**config.mk**
```make
export PLATFORM = sky130hd
export DESIGN_NAME = aux_seg_scanner_flat
export DESIGN_NICKNAME = d
export VERILOG_FILES = /design/src/rtl/aux_seg_scanner_pkg.sv /design/src/rtl/aux_seg_scanner_if.sv /design/src/rtl/aux_hex7seg.sv /design/src/rtl/aux_load_cnt.sv /design/src/rtl/aux_seg_scanner.sv /design/src/flat_wrapper.sv
export SDC_FILE = /design/constraint.sdc
export NUM_CORES = 1
export LEC_CHECK = 0
export CORE_ASPECT_RATIO = 1.4
export CORE_MARGIN = 4
export CORE_UTILIZATION = 50
export CTS_BUF_LIST = sky130_fd_sc_hd__clkbuf_16
export CTS_CLUSTER_SIZE = 16
export DETAILED_ROUTE_END_ITERATION = 7
export PLACE_DENSITY_LB_ADDON = 0.25
export SYNTH_ARGS = -nofsm -noshare
export SYNTH_HDL_FRONTEND = slang
export SYNTH_SLANG_ARGS = --single-unit
export TNS_END_PERCENT = 50
```
**constraint.sdc**
```tcl
create_clock -name clk -period 4.56 [get_ports clk]
set_input_delay 1.368 -clock clk [delete_from_list [all_inputs] [get_ports clk]]
set_output_delay 1.368 -clock clk [all_outputs]
set_load 0.02 [all_outputs]
```
**src/rtl/aux_seg_scanner_pkg.sv**
```systemverilog
// Shared display definitions for the auxiliary display blocks.
// Holds the scanner state encoding and the hex-to-segment table.
// Seven-segment bit order is {g,f,e,d,c,b,a}, active high. Every display
// block takes that order from here.
package aux_seg_scanner_pkg;

  typedef enum logic {
    ST_BLANK = 1'b0,
    ST_SHOW  = 1'b1
  } scan_state_e;

  localparam logic [7:0] SEG_OFF = 8'hFF;

  function automatic logic [6:0] hex7(input logic [3:0] nib);
    logic [6:0] seg;
    case (nib)
      4'h0: seg = 7'h3F;
      4'h1: seg = 7'h06;
      4'h2: seg = 7'h5B;
      4'h3: seg = 7'h4F;
      4'h4: seg = 7'h66;
      4'h5: seg = 7'h6D;
      4'h6: seg = 7'h7D;
      4'h7: seg = 7'h07;
      4'h8: seg = 7'h7F;
      4'h9: seg = 7'h6F;
      4'hA: seg = 7'h77;
      4'hB: seg = 7'h7C;
      4'hC: seg = 7'h39;
      4'hD: seg = 7'h5E;
      4'hE: seg = 7'h79;
      default: seg = 7'h71;
    endcase
    return seg;
  endfunction

endpackage

```
**src/rtl/aux_seg_scanner_if.sv**
```systemverilog
// Display bus between the divider/value source and the segment scanner.
//   div_in   : divided square wave, synchronous to clk
//   val      : 4*NumDigit hex value, nibble i on digit i
//   dp_en    : per-digit decimal point enable, 1 = lit
//   blank_en : per-digit blank, 1 = anode held off
//   seg_n    : cathodes, active low, {dp,g,f,e,d,c,b,a}
//   an_n     : anodes, active low, one-hot-low while showing
//   frame    : one-cycle pulse when the value is captured
// master drives the inputs of the scanner; slave is the scanner itself.
interface aux_seg_scanner_if #(
  parameter int unsigned NumDigit = 8
);
  logic                  div_in;
  logic [4*NumDigit-1:0] val;
  logic [NumDigit-1:0]   dp_en;
  logic [NumDigit-1:0]   blank_en;
  logic [7:0]            seg_n;
  logic [NumDigit-1:0]   an_n;
  logic                  frame;

  modport master (
    output div_in, val, dp_en, blank_en,
    input  seg_n, an_n, frame
  );

  modport slave (
    input  div_in, val, dp_en, blank_en,
    output seg_n, an_n, frame
  );
endinterface

```
**src/rtl/aux_hex7seg.sv**
```systemverilog
// Combinational hex digit to seven-segment decoder.
//   nib : 4-bit hex digit
//   seg : segments {g,f,e,d,c,b,a}, active high
module aux_hex7seg
  import aux_seg_scanner_pkg::*;
(
  input  logic [3:0] nib,
  output logic [6:0] seg
);

  always_comb begin
    seg = hex7(nib);
  end

endmodule

```
**src/rtl/aux_load_cnt.sv**
```systemverilog
// Auxiliary loadable down counter.
//   clk, rst : clock, asynchronous active-high reset (to RstVal)
//   load     : load load_val (wins over dec)
//   load_val : value to load
//   dec      : decrement, saturating at zero
//   cnt      : current count
module aux_load_cnt #(
  parameter int unsigned       Width  = 4,
  parameter logic [Width-1:0]  RstVal = '0
) (
  input  logic             clk,
  input  logic             rst,
  input  logic             load,
  input  logic [Width-1:0] load_val,
  input  logic             dec,
  output logic [Width-1:0] cnt
);

  always_ff @(posedge clk or posedge rst) begin
    if (rst) begin
      cnt <= RstVal;
    end else if (load) begin
      cnt <= load_val;
    end else if (dec && (cnt != '0)) begin
      cnt <= cnt - 1'b1;
    end
  end

endmodule

```
**src/rtl/aux_seg_scanner.sv**
```systemverilog
// Multiplexes a NumDigit-digit hex value onto a common-anode seven-segment
// display, one digit per rising edge of the divided wave, with an
// all-anodes-off dead time after every advance. The value, decimal points
// and blanks are captured only when the digit index wraps to 0.
//   clk, rst : system clock, asynchronous active-high reset
//   bus      : aux_seg_scanner_if slave (div_in, val, dp_en, blank_en in;
//              seg_n, an_n, frame out)
module aux_seg_scanner
  import aux_seg_scanner_pkg::*;
#(
  parameter int unsigned NumDigit = 8,
  parameter int unsigned BlankCyc = 4
) (
  input  logic             clk,
  input  logic             rst,
  aux_seg_scanner_if.slave bus
);

  localparam int unsigned          IdxW    = (NumDigit > 1) ? $clog2(NumDigit) : 1;
  localparam int unsigned          CntW    = (BlankCyc > 0) ? $clog2(BlankCyc + 1) : 1;
  localparam logic [IdxW-1:0]      LastIdx = IdxW'(NumDigit - 1);
  localparam logic [CntW-1:0]      BlankLd = CntW'(BlankCyc);
  localparam logic [NumDigit-1:0]  Digit0  = {{(NumDigit-1){1'b0}}, 1'b1};

  logic                  div_q;
  logic                  adv;
  logic                  wrap;
  logic [IdxW-1:0]       idx;
  logic [IdxW-1:0]       nxt_idx;
  scan_state_e           state;
  scan_state_e           nxt_state;
  logic [CntW-1:0]       cnt;
  logic [4*NumDigit-1:0] lat_val;
  logic [4*NumDigit-1:0] nxt_val;
  logic [NumDigit-1:0]   lat_dp;
  logic [NumDigit-1:0]   nxt_dp;
  logic [NumDigit-1:0]   lat_blank;
  logic [NumDigit-1:0]   nxt_blank;
  logic [3:0]            nib;
  logic                  nib_dp;
  logic                  nib_blank;
  logic                  idx_ok;
  logic [6:0]            seg_hi;

  aux_load_cnt #(
    .Width  (CntW),
    .RstVal (BlankLd)
  ) u_dead_cnt (
    .clk      (clk),
    .rst      (rst),
    .load     (adv),
    .load_val (BlankLd),
    .dec      (state == ST_BLANK),
    .cnt      (cnt)
  );

  aux_hex7seg u_hex (
    .nib (nib),
    .seg (seg_hi)
  );

  // Outputs are registered from the next-cycle index/state/latches so the
  // pins change on the same edge as the scan state, without a pipeline lag.
  // Dead time runs while the counter reads BlankCyc..0, i.e. BlankCyc+1
  // blank cycles; BlankCyc = 0 skips BLANK entirely on an advance.
  always_comb begin
    adv       = bus.div_in & ~div_q;
    wrap      = adv && (idx == LastIdx);
    nxt_idx   = idx;
    if (adv) begin
      nxt_idx = wrap ? '0 : idx + 1'b1;
    end
    nxt_val   = wrap ? bus.val      : lat_val;
    nxt_dp    = wrap ? bus.dp_en    : lat_dp;
    nxt_blank = wrap ? bus.blank_en : lat_blank;

    nxt_state = state;
    if (adv) begin
      nxt_state = (BlankCyc == 0) ? ST_SHOW : ST_BLANK;
    end else if ((state == ST_BLANK) && (cnt == '0)) begin
      nxt_state = ST_SHOW;
    end

    // Unused index codes fall through to the defaults and decode as blank.
    nib       = '0;
    nib_dp    = 1'b0;
    nib_blank = 1'b1;
    idx_ok    = 1'b0;
    for (int unsigned i = 0; i < NumDigit; i++) begin
      if (nxt_idx == IdxW'(i)) begin
        nib       = nxt_val[4*i +: 4];
        nib_dp    = nxt_dp[i];
        nib_blank = nxt_blank[i];
        idx_ok    = 1'b1;
      end
    end
  end

  always_ff @(posedge clk or posedge rst) begin
    if (rst) begin
      div_q      <= 1'b0;
      idx        <= '0;
      state      <= ST_BLANK;
      lat_val    <= '0;
      lat_dp     <= '0;
      lat_blank  <= '0;
      bus.seg_n  <= SEG_OFF;
      bus.an_n   <= '1;
      bus.frame  <= 1'b0;
    end else begin
      div_q      <= bus.div_in;
      idx        <= nxt_idx;
      state      <= nxt_state;
      lat_val    <= nxt_val;
      lat_dp     <= nxt_dp;
      lat_blank  <= nxt_blank;
      bus.frame  <= wrap;
      if ((nxt_state == ST_SHOW) && idx_ok) begin
        bus.seg_n <= ~{nib_dp, seg_hi};
        bus.an_n  <= nib_blank ? '1 : ~(Digit0 << nxt_idx);
      end else begin
        bus.seg_n <= SEG_OFF;
        bus.an_n  <= '1;
      end
    end
  end

endmodule

```
**src/flat_wrapper.sv**
```systemverilog
// flat-port wrapper written by rule: the top's interface ports become plain ports
module aux_seg_scanner_flat import aux_seg_scanner_pkg::*;
#(
  parameter int unsigned NumDigit = 8,
  parameter int unsigned BlankCyc = 4
)
  (clk, rst, bus_div_in, bus_val, bus_dp_en, bus_blank_en, bus_seg_n, bus_an_n, bus_frame);
  aux_seg_scanner_if #(.NumDigit(NumDigit)) bus_i ();
  input  logic clk;
  input  logic rst;
  input wire logic [$bits(bus_i.div_in)-1:0] bus_div_in;
  input wire logic [$bits(bus_i.val)-1:0] bus_val;
  input wire logic [$bits(bus_i.dp_en)-1:0] bus_dp_en;
  input wire logic [$bits(bus_i.blank_en)-1:0] bus_blank_en;
  output wire logic [$bits(bus_i.seg_n)-1:0] bus_seg_n;
  output wire logic [$bits(bus_i.an_n)-1:0] bus_an_n;
  output wire logic [$bits(bus_i.frame)-1:0] bus_frame;
  assign bus_i.div_in = bus_div_in;
  assign bus_i.val = bus_val;
  assign bus_i.dp_en = bus_dp_en;
  assign bus_i.blank_en = bus_blank_en;
  assign bus_seg_n = bus_i.seg_n;
  assign bus_an_n = bus_i.an_n;
  assign bus_frame = bus_i.frame;
  aux_seg_scanner #(.NumDigit(NumDigit), .BlankCyc(BlankCyc)) u_core (.clk(clk), .rst(rst), .bus(bus_i));
endmodule
```
==> results.toml, run 1 <==
[placement]
portBuffers = 67
place.gp.congestion = 0.796
place_area_um2 = 4550
dp_hpwl_mm = 6.59

[power]
netSwitchingPower_w = 0.00125
p_leak_nw = 2.27
power-per-cell-area_nw_per_um2 = 679
swShare = 0.379
max-vdd-ir-drop_v = 0.000473
intPower_w = 0.00204
power_frac_seq = 0.321
clkPwrFrac = 0.212
p_comb_frac = 0.467

[timing]
tightestPinTransition_ns = 0.879
skew_ns = 0.00506
hold_violations = 0
rsz0062_at_grt = "false"
fmax_ghz = 0.236
setup_tns_ns = 0
slew_viol_final = 0
setup_viol = 0
period_needed_ns = 4.23
finalCritPeriodShare = 0.928
slew_headroom = 0.410

[setup_path]
worstSetupEndpoint = "u_core.bus.seg_n[0]"
reg2reg_depth = 13
crit_path_max_fanout = 8
critPathCaptureType = "flip-flop"
path_class = "in -> reg"
crit_arrival_ns = 4.49
crit_path_start = "bus_div_in"
worstPathRequired_ns = 4.81
r2r_slack_ns = 0.64
critPathLaunchType = "input pin"
regToRegStartpoint = "u_core.idx[0]"
r2r-end = "u_core.bus.seg_n[0]"

[finish]
fin_nets = 458
multiInputGateArea_um2 = 1710
antennaDiodeCount = 0
drive_gt1_frac = 0.249
regArea_um2 = 1850
fill_cells = 590
finalInstanceArea_um2 = 4840
area_growth_pct = 29.0

[synth]
synth_edf_count = 0
syn-mean-instance-area_um2 = 11.6
ys_types = 62
ys_ff_latch = 73
synth_nets = 384
yosys_warnings = 0
syn_inst = 323
synth-seq-area-share = 0.492
ys.flop_type = "dfrtp_1"
syn-cell-area_um2 = 3750
postSynth.asyncResetShare = 1.00

[clocking]
clock-sinks = 73
cts_tree = "yes"
ctsHoldBuffers = 0
clkTransAtPathRegs_ns = 0.06
root_buffer = "clkbuf_16"
cts-resized-gates = 0
clock_path_buffers = 2
cts_buffers = 9
cts_max_level = 3
clkLatencyLatePin_ns = 0.34
postCtsSetupRepairBufs = 0

[floorplanning]
die_h_um = 111
rows = 37
die_w_um = 81.2
num_io_pins = 68
initial_utilization = 0.513
die-area_um2 = 8980
core_um2 = 7310

[routing]
final_antenna_net_count = 0
num_vias = 2789
drc = 0
wire_per_inst_um = 17.7
vias_per_cell = 5.59
drt_iter0_markers = 102
first_pass_iters = 5
wl_mm = 8.86

[global_routing]
grt_max_degree = 32
grt_first_pass_wirelength_mm = 14.3
grt.total_usage = 0.212
grt_pass1_vias = 2884
antenna_found_initial = 0
gr-total-overflow = 0

[hold_path]
whs_path_depth = 2
hold_class = "reg -> reg"

[run]
maxCapViolCount = 0

[outcome]
status = "completed"
## synthesized netlist by cell type, types with 4 or more instances
cell type	count	share of area
dfrtp_1	56	0.37
mux2_2	41	0.12
nand2_1	21	0.021
mux2i_1	20	0.053
inv_1	19	0.019
dfstp_2	17	0.12
nor2_1	16	0.016
a21oi_1	12	0.016
ha_1	10	0.033
o21ai_0	8	0.011
nand3_1	7	0.0093
or3_1	7	0.012
buf_2	6	0.0080
clkbuf_1	5	0.0050
nor2b_1	5	0.0083
nor3_1	5	0.0067
a211oi_1	4	0.0080
buf_6	4	0.012
## metrics by stage
step | utilization | worst slack (ns) | cells | total power, W | hold slack [ns]
after detailed placement | 0.622 | 0.0495 | 483 | 0.00259 | 0.473
after floorplan | - | 0.656 | 323 | 0.00217 | 0.442
after CTS | 0.662 | 0.357 | 499 | 0.00330 | 0.487
after global placement | 0.622 | 0.117 | 483 | 0.00253 | 0.470
after global routing | 0.662 | 0.106 | 499 | 0.00351 | 0.512
final | 0.662 | 0.329 | 499 | 0.00329 | 0.481
## worst max-delay path, stage by stage
cell             delay [ns]
clkdlybuf4s50_1        0.54
nor2b_1                0.37
mux2i_4                0.42
nand2_1                0.07
and3_1                 0.17
o31ai_1                0.53
inv_1                  0.19
ha_1                   0.29
nor2_1                 0.17
o21ai_0                0.12
a21oi_1                0.17
nor3_1                 0.07
## kinds of logic (layout without fill, tap and decap cells)
logic type,Yosys count,count (layout),synth area share
simple gates,76,76,0.103
fa+ha+maj,10,10,0.0333
mux,63,63,0.186
buf+inv,39,118,0.0533
compound gates,61,61,0.129
xor+xnor,1,1,0.00233
flops,73,73,0.492
## sequential cells by signal (all words and copies together), names as in the netlist
signal	count
u_core.lat_val	32
u_core.bus.an_n	8
u_core.bus.seg_n	8
u_core.lat_blank	8
u_core.lat_dp	8
u_core.idx	3
u_core.u_dead_cnt.cnt	3
u_core.bus.frame	1
u_core.div_q	1
u_core.state	1
## layout by cell type (no fill, tap or decap), drive strengths merged, types with 3 or more instances in the layout
| master | synthesis | final |
|---|---|---|
| nor2b | 5 | 5 |
| or3 | 7 | 7 |
| dfrtp | 56 | 56 |
| o21ai | 9 | 9 |
| nand2b | 3 | 3 |
| nor3 | 5 | 5 |
| a31oi | 3 | 3 |
| nand2 | 21 | 21 |
| clkinv | 1 | 3 |
| a211oi | 4 | 4 |
| dfstp | 17 | 17 |
| a211o | 3 | 3 |
| mux2 | 42 | 42 |
| a21oi | 12 | 12 |
| nor2 | 16 | 16 |
| o31ai | 4 | 4 |
| mux2i | 21 | 21 |
| ha | 10 | 10 |
| clkbuf | 5 | 9 |
| inv | 20 | 22 |
| buf | 13 | 14 |
| and3 | 3 | 3 |
| nand3 | 7 | 7 |
| clkdlybuf4s50 | 0 | 67 |
## power groups by stage
stage          Sequential, W  Clock (W)  Combinational (W)
2_1_floorplan        0.00106          0            0.00111
3_3_place_gp         0.00106          0            0.00148
3_5_place_dp         0.00107          0            0.00152
4_1_cts              0.00106   0.000713            0.00153
5_1_grt              0.00108   0.000742            0.00168
6_report             0.00106   0.000697            0.00153
## metal layers
layer	part of all wire	global-route usage	routed length, µm
met2	0.52	0.353	4650
met3	0.046	0.0555	411
met5	0	0	0
met1	0.40	0.253	3580
met4	0.025	0.0868	218
## worst min-delay path by stage
| stage | slack [ns] | from | to |
|---|---|---|---|
| 2_1_floorplan | 0.44 | u_core.lat_val[12] | u_core.lat_val[12] |
| 3_3_place_gp | 0.47 | u_core.lat_val[12] | u_core.lat_val[12] |
| 3_5_place_dp | 0.47 | u_core.lat_val[12] | u_core.lat_val[12] |
| 4_1_cts | 0.49 | u_core.lat_val[12] | u_core.lat_val[12] |
| 5_1_grt | 0.51 | u_core.lat_val[12] | u_core.lat_val[12] |
| 6_report | 0.48 | u_core.lat_val[12] | u_core.lat_val[12] |
## final cells by class
type                            count  area share
Sequential cell                    73       0.382
Multi-Input combinational cell    211       0.352
Timing Repair Buffer               81       0.163
Clock buffer                        9      0.0465
Tap cell                           97      0.0251
Inverter                           21      0.0173
Clock inverter                      7      0.0147
(Power assumes the default switching activity.)
==> inputs of run 2 (changes only) <==
--- a/config.mk
+++ b/config.mk
@@ -9,6 +9,7 @@
 export CORE_MARGIN = 4
 export CORE_UTILIZATION = 50
 export CTS_BUF_LIST = sky130_fd_sc_hd__clkbuf_16
+export CTS_CLUSTER_DIAMETER = 200
 export CTS_CLUSTER_SIZE = 16
 export DETAILED_ROUTE_END_ITERATION = 7
 export PLACE_DENSITY_LB_ADDON = 0.25
==> results of run 2 <==
The final DEF is identical to that of run 1; final timing and power are the same.
